===== src/rtl/avalon_bus_arbiter.sv =====
// Two-master Avalon-MM arbiter: instruction fetch (M0) and data (M1) share one slave port.
// Round-robin tie-break, registered slave command, waitrequest pass-back and a stall watchdog.
module avalon_bus_arbiter #(
    parameter int unsigned TIMEOUT_CYCLES = 256
) (
    input  logic        clk,
    input  logic        reset,

    input  logic [31:0] m0_address,
    input  logic        m0_read,
    input  logic        m0_write,
    input  logic [31:0] m0_writedata,
    input  logic [3:0]  m0_byteenable,
    output logic        m0_waitrequest,
    output logic [31:0] m0_readdata,

    input  logic [31:0] m1_address,
    input  logic        m1_read,
    input  logic        m1_write,
    input  logic [31:0] m1_writedata,
    input  logic [3:0]  m1_byteenable,
    output logic        m1_waitrequest,
    output logic [31:0] m1_readdata,

    output logic [31:0] address,
    output logic        read,
    output logic        write,
    output logic [31:0] writedata,
    output logic [3:0]  byteenable,
    input  logic        waitrequest,
    input  logic [31:0] readdata,
    output logic        bus_error
);

    typedef enum logic [1:0] {
        IDLE  = 2'd0,
        BUSY0 = 2'd1,
        BUSY1 = 2'd2
    } state_t;

    localparam bit          WDOG_EN  = (TIMEOUT_CYCLES != 0);
    localparam logic [15:0] WDOG_LIM = 16'(TIMEOUT_CYCLES);

    state_t      state_q;
    logic        last_grant_q;
    logic [15:0] wdog_q;
    logic [31:0] address_q;
    logic [31:0] writedata_q;
    logic [3:0]  byteenable_q;
    logic        read_q;
    logic        write_q;
    logic        bus_error_q;

    logic        req0;
    logic        req1;
    logic        grant0;
    logic        grant1;
    logic        busy;
    logic        timeout_hit;
    logic        done;
    logic [31:0] sel_address;
    logic [31:0] sel_writedata;
    logic [3:0]  sel_byteenable;
    logic        sel_read;
    logic        sel_write;

    always_comb begin
        req0 = m0_read | m0_write;
        req1 = m1_read | m1_write;
        // last_grant_q holds the index of the master served most recently; the other wins a tie.
        grant0 = (state_q == IDLE) && req0 && (!req1 || last_grant_q);
        grant1 = (state_q == IDLE) && req1 && (!req0 || !last_grant_q);
        busy        = (state_q != IDLE);
        timeout_hit = busy && WDOG_EN && (wdog_q == WDOG_LIM);
        done        = busy && (!waitrequest || timeout_hit);

        sel_address    = grant1 ? m1_address    : m0_address;
        sel_writedata  = grant1 ? m1_writedata  : m0_writedata;
        sel_byteenable = grant1 ? m1_byteenable : m0_byteenable;
        sel_read       = grant1 ? m1_read       : m0_read;
        sel_write      = grant1 ? m1_write      : m0_write;
    end

    always_ff @(posedge clk) begin
        if (!reset) begin
            state_q      <= IDLE;
            last_grant_q <= 1'b1;
            wdog_q       <= 16'd0;
            address_q    <= 32'd0;
            writedata_q  <= 32'd0;
            byteenable_q <= 4'b0000;
            read_q       <= 1'b0;
            write_q      <= 1'b0;
            bus_error_q  <= 1'b0;
        end else begin
            bus_error_q <= 1'b0;
            case (state_q)
                IDLE: begin
                    if (grant0 || grant1) begin
                        address_q    <= sel_address;
                        writedata_q  <= sel_writedata;
                        byteenable_q <= sel_byteenable;
                        // A simultaneous read+write is issued as a write and flagged.
                        read_q       <= sel_read & ~sel_write;
                        write_q      <= sel_write;
                        bus_error_q  <= sel_read & sel_write;
                        state_q      <= grant1 ? BUSY1 : BUSY0;
                        last_grant_q <= grant1;
                        wdog_q       <= 16'd0;
                    end
                end
                default: begin
                    if (done) begin
                        read_q      <= 1'b0;
                        write_q     <= 1'b0;
                        bus_error_q <= timeout_hit;
                        state_q     <= IDLE;
                    end else if (waitrequest && (wdog_q != 16'hFFFF)) begin
                        wdog_q <= wdog_q + 16'd1;
                    end
                end
            endcase
        end
    end

    assign address    = address_q;
    assign writedata  = writedata_q;
    assign byteenable = byteenable_q;
    assign read       = read_q;
    assign write      = write_q;
    assign bus_error  = bus_error_q;

    // Release is combinational so a zero-wait slave completes in the first strobe cycle.
    assign m0_waitrequest = !((state_q == BUSY0) && done);
    assign m1_waitrequest = !((state_q == BUSY1) && done);
    assign m0_readdata    = timeout_hit ? 32'h0 : readdata;
    assign m1_readdata    = timeout_hit ? 32'h0 : readdata;

endmodule


===== config.mk =====
export PLATFORM = sky130hd
export DESIGN_NAME = avalon_bus_arbiter
export DESIGN_NICKNAME = d
export VERILOG_FILES = /design/src/rtl/avalon_bus_arbiter.sv
export SDC_FILE = /design/constraint.sdc
export NUM_CORES = 1
export LEC_CHECK = 0
export CAP_MARGIN = 20
export CORE_MARGIN = 4
export CORE_UTILIZATION = 37
export CTS_BUF_LIST = sky130_fd_sc_hd__clkbuf_16
export DETAILED_ROUTE_END_ITERATION = 12
export GPL_ROUTABILITY_DRIVEN = 1
export PLACE_DENSITY = 0.82
export SKIP_CTS_REPAIR_TIMING = 1
export SLEW_MARGIN = 20
export SYNTH_ARGS = -nofsm -noshare
export SYNTH_HDL_FRONTEND = slang
export SYNTH_SLANG_ARGS = --single-unit

===== constraint.sdc =====
create_clock -name clk -period 2.1 [get_ports clk]
set_input_delay 0.21 -clock clk [delete_from_list [all_inputs] [get_ports clk]]
set_output_delay 0.21 -clock clk [all_outputs]
set_load 0.1 [all_outputs]

==> results of run 1 <==
-- cell usage after synthesis (3+ instances only) --
master,number
clkbuf_1,18
mux2i_1,69
nor2_1,86
a211oi_1,69
a21oi_1,8
nand3b_1,5
buf_4,40
buf_2,14
nor2b_1,33
dfxtp_1,90
o41ai_1,6
nand3_1,8
nor3_1,3
o311ai_1,6
a31oi_1,4
inv_1,3
o21ai_0,5
o311ai_0,3
nand2_1,10
-- report_power, final --
part / internal [mW] / total, mW / leakage, nW / switching (mW)
clock network: 0.920 / 1.60 / 0.147 / 0.682
logic: 1.49 / 5.11 / 3.26 / 3.61
registers: 2.01 / 2.18 / 0.747 / 0.172
-- routing by layer --
layer,up-vias,GRT usage
met5,-,0
met4,0,0.0812
met3,32,0.0673
met2,248,0.416
met1,2338,0.244
li1,2443,-
-- worst max path at each step --
| stage | from | end | depth (start not counted) |
|---|---|---|---|
| floorplan | wdog_q[0] | m0_waitrequest | 6 |
| global placement | m1_write | writedata[18] | 7 |
| detailed placement | m1_write | writedata[0] | 7 |
| CTS | wdog_q[0] | m0_readdata[0] | 8 |
| global route | wdog_q[1] | m0_waitrequest | 8 |
| finish | wdog_q[1] | m1_readdata[20] | 9 |
-- per-stage QoR --
step                       util  std cells
after detailed placement  0.686        956
after floorplan               -        528
after global routing      0.720        979
after global placement    0.686        956
final                     0.720        979
after CTS                 0.709        972
-- registers in the layout, indices dropped and copies added, names as in the netlist --
name          flops
wdog_q           16
writedata        32
read              1
state_q           2
last_grant_q      1
address          32
bus_error         1
byteenable        4
write             1
-- kinds of logic (layout without fill, tap and decap cells) --
kind of cell,count (synthesis),in the layout,synth area share
AOI/OAI and AO/OA,119,119,0.190
adders and majority gates,2,2,0.00520
buffers and inverters,78,357,0.0988
DFF,90,90,0.374
muxes,69,69,0.143
and+or+nand+nor,170,170,0.188
-- layout make-up --
| type | count | area, um^2 |
|---|---|---|
| clock inverter | 7 | 68.8 |
| tap | 172 | 215 |
| multi-input combinational | 360 | 2840 |
| timing repair buffer | 337 | 3960 |
| inverter | 4 | 15.0 |
| sequential | 90 | 1810 |
| clock buffer | 9 | 225 |
| fill | 855 | 3550 |
-- worst max-delay path: stages, from the launching register on --
cell and delay (ns):
dfxtp_2 0.34, inv_2 0.07, ha_4 0.12, nor4b_4 0.23, nand4_4 0.17, nor2_4 0.15
buf_12 0.14, clkbuf_16 0.18, nor2b_4 0.07, buf_12 0.16
==> metrics.yaml, run 1 <==
status: "complete, but fails checks"
violations: "setup timing"
grt_max_degree: 94
crit_required_ns: 1.89
grt_overflow: 0
wl_met1_mm: 6.57
syn2layout_area_growth_pct: 89.5
place_ws_ns: 0.0737
ys_seq_elements: 90
hold_end: "write"
synth.avg_cell_area_um2: 9.12
synth.top_cell.area_share: 0.374
die_w_um: 122
start_kind: "flop"
dpl_cell_area_um2: 8690
grt_pass1_vias: 5062
wl_per_cell_um: 18.5
route.detailed.drc: 0
power_density_nw_per_um2: 974
io_buffer_count: 311
final_antenna_net_count: 0
end_kind: "primary output"
yosysTopAreaCell: "dfxtp_1"
r2r_setup_slack_ns: 0.16
final_common_cell: "clkdlybuf4s50_1"
routed_wirelength_mm: 18.1
synthTopCellsByArea: "dfxtp_1, mux2i_1, a211oi_1"
yosys_warnings: 0
cts_buffers: 9
seq_area_frac_synth: 0.374
die_h_um: 122
vdd_drop_max_uv: 860
worstHoldStart: "write"
diodes: 0
synth_cells: 528
synth_flop_cell: "dfxtp_1"
whs_path_depth: 2
fin_crit_ns: 2.16
synthArstFlopShare: 0
met3WireLength_mm: 1.56
rr_worst_depth: 9
skew_ns: 0.00848
vias: 5061
top_layer: "met4"
drive_gt1_frac: 0.295
die_area_um2: 14900
start_util: 0.380
period_share: 1.03
cts_max_path_buffers: 2
cts_sinks: 90
setup_viol: 60
fin_nets: 979
r2r_end: "wdog_q[9]"
fin_ws_ns: -0.0625
timing_worst_setup_path_type: "flop to primary output"
crit-reg2reg-launch: "wdog_q[1]"
grt_pass1_wl_mm: 26.5
syn_area_um2: 4810
insertion_delay_ns: 0.34
max_slew_margin: 0.678
antenna_found_initial: 0
holdCritPathClass: "flop to flop"
synth_fp_nets: 705
arrival_ns: 1.95
synth_edf_count: 0
synth_cell_type_count: 58
final_cell_area_um2: 9130
cts_tree: "done"
htreeDepth: 3
dr_wl_met2_mm: 9.46
cts_root_buffer: "clkbuf_16"
drtIter0Drc: 193
max_cap_viol_count: 0
final-hold-violation-count: 0
holdWs_ns: 0.478
setup_tns_ns: -2.46
rsz0062_at_grt: "true"
vias_per_cell: 5.17
track_usage: 0.226
worst_pin_slew_ns: 0.482
row_count: 41
hpwl_mm: 14.6
path_clk_slew_ns: 0.06
drv_slew: 0
total_leakage_power_nw: 4.15
fmaxAchievable_mhz: 462
design.core.area_um2: 12700
cp_max_fo: 8
io_pins: 312
drt-pass1-iter-count: 4
layout_common_cells: "clkdlybuf4s50_1, dfxtp_1, nor2_1"
power_mw: 8.89
place.gp.congestion: 0.856
No activity file was read; power rests on OpenSTA's default activity.
==> inputs of run 2 (changes only) <==
==> constraint.sdc (replaced) <==
create_clock -name clk -period 2.4 [get_ports clk]
set_input_delay 0.24 -clock clk [delete_from_list [all_inputs] [get_ports clk]]
set_output_delay 0.24 -clock clk [all_outputs]
set_load 0.1 [all_outputs]
==> run 2 against run 1 <==
Compared with the run above: the run now ends clean; register-to-register slack better by 0.07 ns; clock skew down 0.0019 ns; first-iteration DRC count up 84%; clock-buffer cell count unchanged; sequential share of layout area up 0.83 points; sequential power down 12%; sequential cell count unchanged; critical path type unchanged; highest routed layer unchanged.
==> metrics.yaml, run 2 (synthesized netlist as in run 1, its figures left out) <==
final-hold-violation-count: 0  # unchanged
design.core.area_um2: 12700  # unchanged
cts_max_path_buffers: 2  # unchanged
final_common_cell: "clkdlybuf4s50_1"  # unchanged
die_h_um: 122  # unchanged
power_density_nw_per_um2: 876  # was 974 nW/um^2
drv_slew: 0  # unchanged
diodes: 0  # unchanged
grt_max_degree: 94  # unchanged
grt_pass1_wl_mm: 26.6  # was 26.5 mm
path_clk_slew_ns: 0.06  # about the same
cp_max_fo: 33  # was 8
antenna_found_initial: 0  # unchanged
grt_overflow: 0  # unchanged
layout_common_cells: "clkdlybuf4s50_1, dfxtp_1, nor2_1"  # unchanged
rsz0062_at_grt: "true"  # unchanged
setup_tns_ns: 0  # was -2.46 ns
max_slew_margin: 0.594  # was 0.678
arrival_ns: 2.09  # was 1.95 ns
period_share: 0.970
cp_num_buf_inv: 3  # was 4
final_antenna_net_count: 0  # unchanged
drt-pass1-iter-count: 8  # was 4
cts_tree: "done"  # unchanged
cts_root_buffer: "clkbuf_16"  # unchanged
finalCoreUtilization: 0.689  # was 0.720
hpwl_mm: 14.2  # was 14.6 mm
max_stage_delay_ns: 0.38  # was 0.34 ns
row_count: 41  # unchanged
timing_worst_setup_path_type: "flop to primary output"  # unchanged
skew_ns: 0.00660  # was 0.00848 ns
grt_pass1_vias: 5128  # was 5062
drive_gt1_frac: 0.272  # was 0.295
route.detailed.drc: 0  # unchanged
holdCritPathClass: "flop to flop"  # unchanged
place.gp.congestion: 0.906  # was 0.856
critPathMostFrequentCell: "buf_12"  # unchanged
crit_required_ns: 2.16  # was 1.89 ns
start_util: 0.380  # unchanged
io_pins: 312  # unchanged
power_mw: 7.65  # was 8.89 mW
die_area_um2: 14900  # unchanged
fin_crit_ns: 2.33
end_kind: "primary output"  # unchanged
worst_pin_slew_ns: 0.608  # was 0.482 ns
track_usage: 0.225  # was 0.226
vdd_drop_max_uv: 524  # was 860 uV
syn2layout_area_growth_pct: 81.3  # was 89.5%
start_kind: "flop"  # unchanged
crit_chain: "inv_1 -> ha_1 -> nor4b_4 -> nand4_4 -> nor2_4 -> buf_12 -> nor2b_2 -> buf_12"  # was inv_2 -> ha_4 -> nor4b_4 -> nand4_4 -> nor2_4 -> buf_12 -> clkbuf_16 -> nor2b_4 -> buf_12
status: "finished, final reports clean"  # was complete, but fails checks
htreeDepth: 3  # unchanged
slowest_stage: "dfxtp_1"  # was dfxtp_2
fin_nets: 966  # was 979
cts_buffers: 9  # unchanged
max_cap_viol_count: 0  # unchanged
fmaxAchievable_mhz: 430
critPathTopFamily: "simple AND/OR/NAND/NOR gates"  # unchanged
insertion_delay_ns: 0.34  # about the same
wl_per_cell_um: 18.4  # was 18.5 um
io_buffer_count: 311  # unchanged
setup_viol: 0  # was 60
vias: 5005  # was 5061
vias_per_cell: 5.19  # was 5.17
holdWs_ns: 0.491  # was 0.478 ns
drtIter0Drc: 355  # was 193
routed_wirelength_mm: 17.8  # was 18.1 mm
die_w_um: 122  # unchanged
total_leakage_power_nw: 3.89  # was 4.15 nW
cts_sinks: 90  # unchanged
==> run 2: changes by cell type in the layout (fill, tap and decap cells not counted), sizes merged <==
cell / change
buf: -11
clkbuf: -2
clkinv: +1
inv: -2
==> run 2: final timing paths <==
kind | start | end | slack [ns] | cells past startpoint
worst max-delay path | wdog_q[0] | m1_readdata[29] | 0.07 | 8
worst min-delay path | write | write | 0.49 | 2
worst max register to register | wdog_q[0] | wdog_q[5] | 0.23 | 8
worst min register to register | write | write | 0.49 | 2
==> run 2: metrics by stage <==
step	area, um^2	setup slack, ns	std cells
global placement	8420	0.337	950
global route	8730	0.00650	965
floorplan	4890	-0.340	528
detailed placement	8420	0.237	950
finish	8730	0.0728	965
CTS	8700	-0.0743	965
==> run 2: layout make-up <==
type	count	area (um^2)
Sequential cell	90	1800
Clock buffer	9	225
Multi-Input combinational cell	360	2660
Tap cell	172	215
Timing Repair Buffer	324	3760
Inverter	4	15.0
Clock inverter	6	58.8
Fill cell	928	3940
==> run 2: power by group <==
group          internal, mW  switching (mW)
Combinational          1.23            3.14
Clock                 0.794           0.570
Sequential             1.76           0.153
==> run 2: worst register-to-register path: stages (launching register included) <==
cell and delay, ns:
dfxtp_1 0.34, inv_1 0.09, ha_1 0.15, nor4b_4 0.23, nand4_4 0.17, buf_4 0.20
a31oi_4 0.48, nor4_1 0.12, o221a_1 0.27
==> run 2: routing by layer <==
metal | up-vias | share of wire | GRT usage
met5 | - | 0 | 0
met4 | 0 | 0.032 | 0.0980
met3 | 37 | 0.096 | 0.0696
met2 | 298 | 0.51 | 0.399
met1 | 2251 | 0.36 | 0.248
li1 | 2419 | - | -
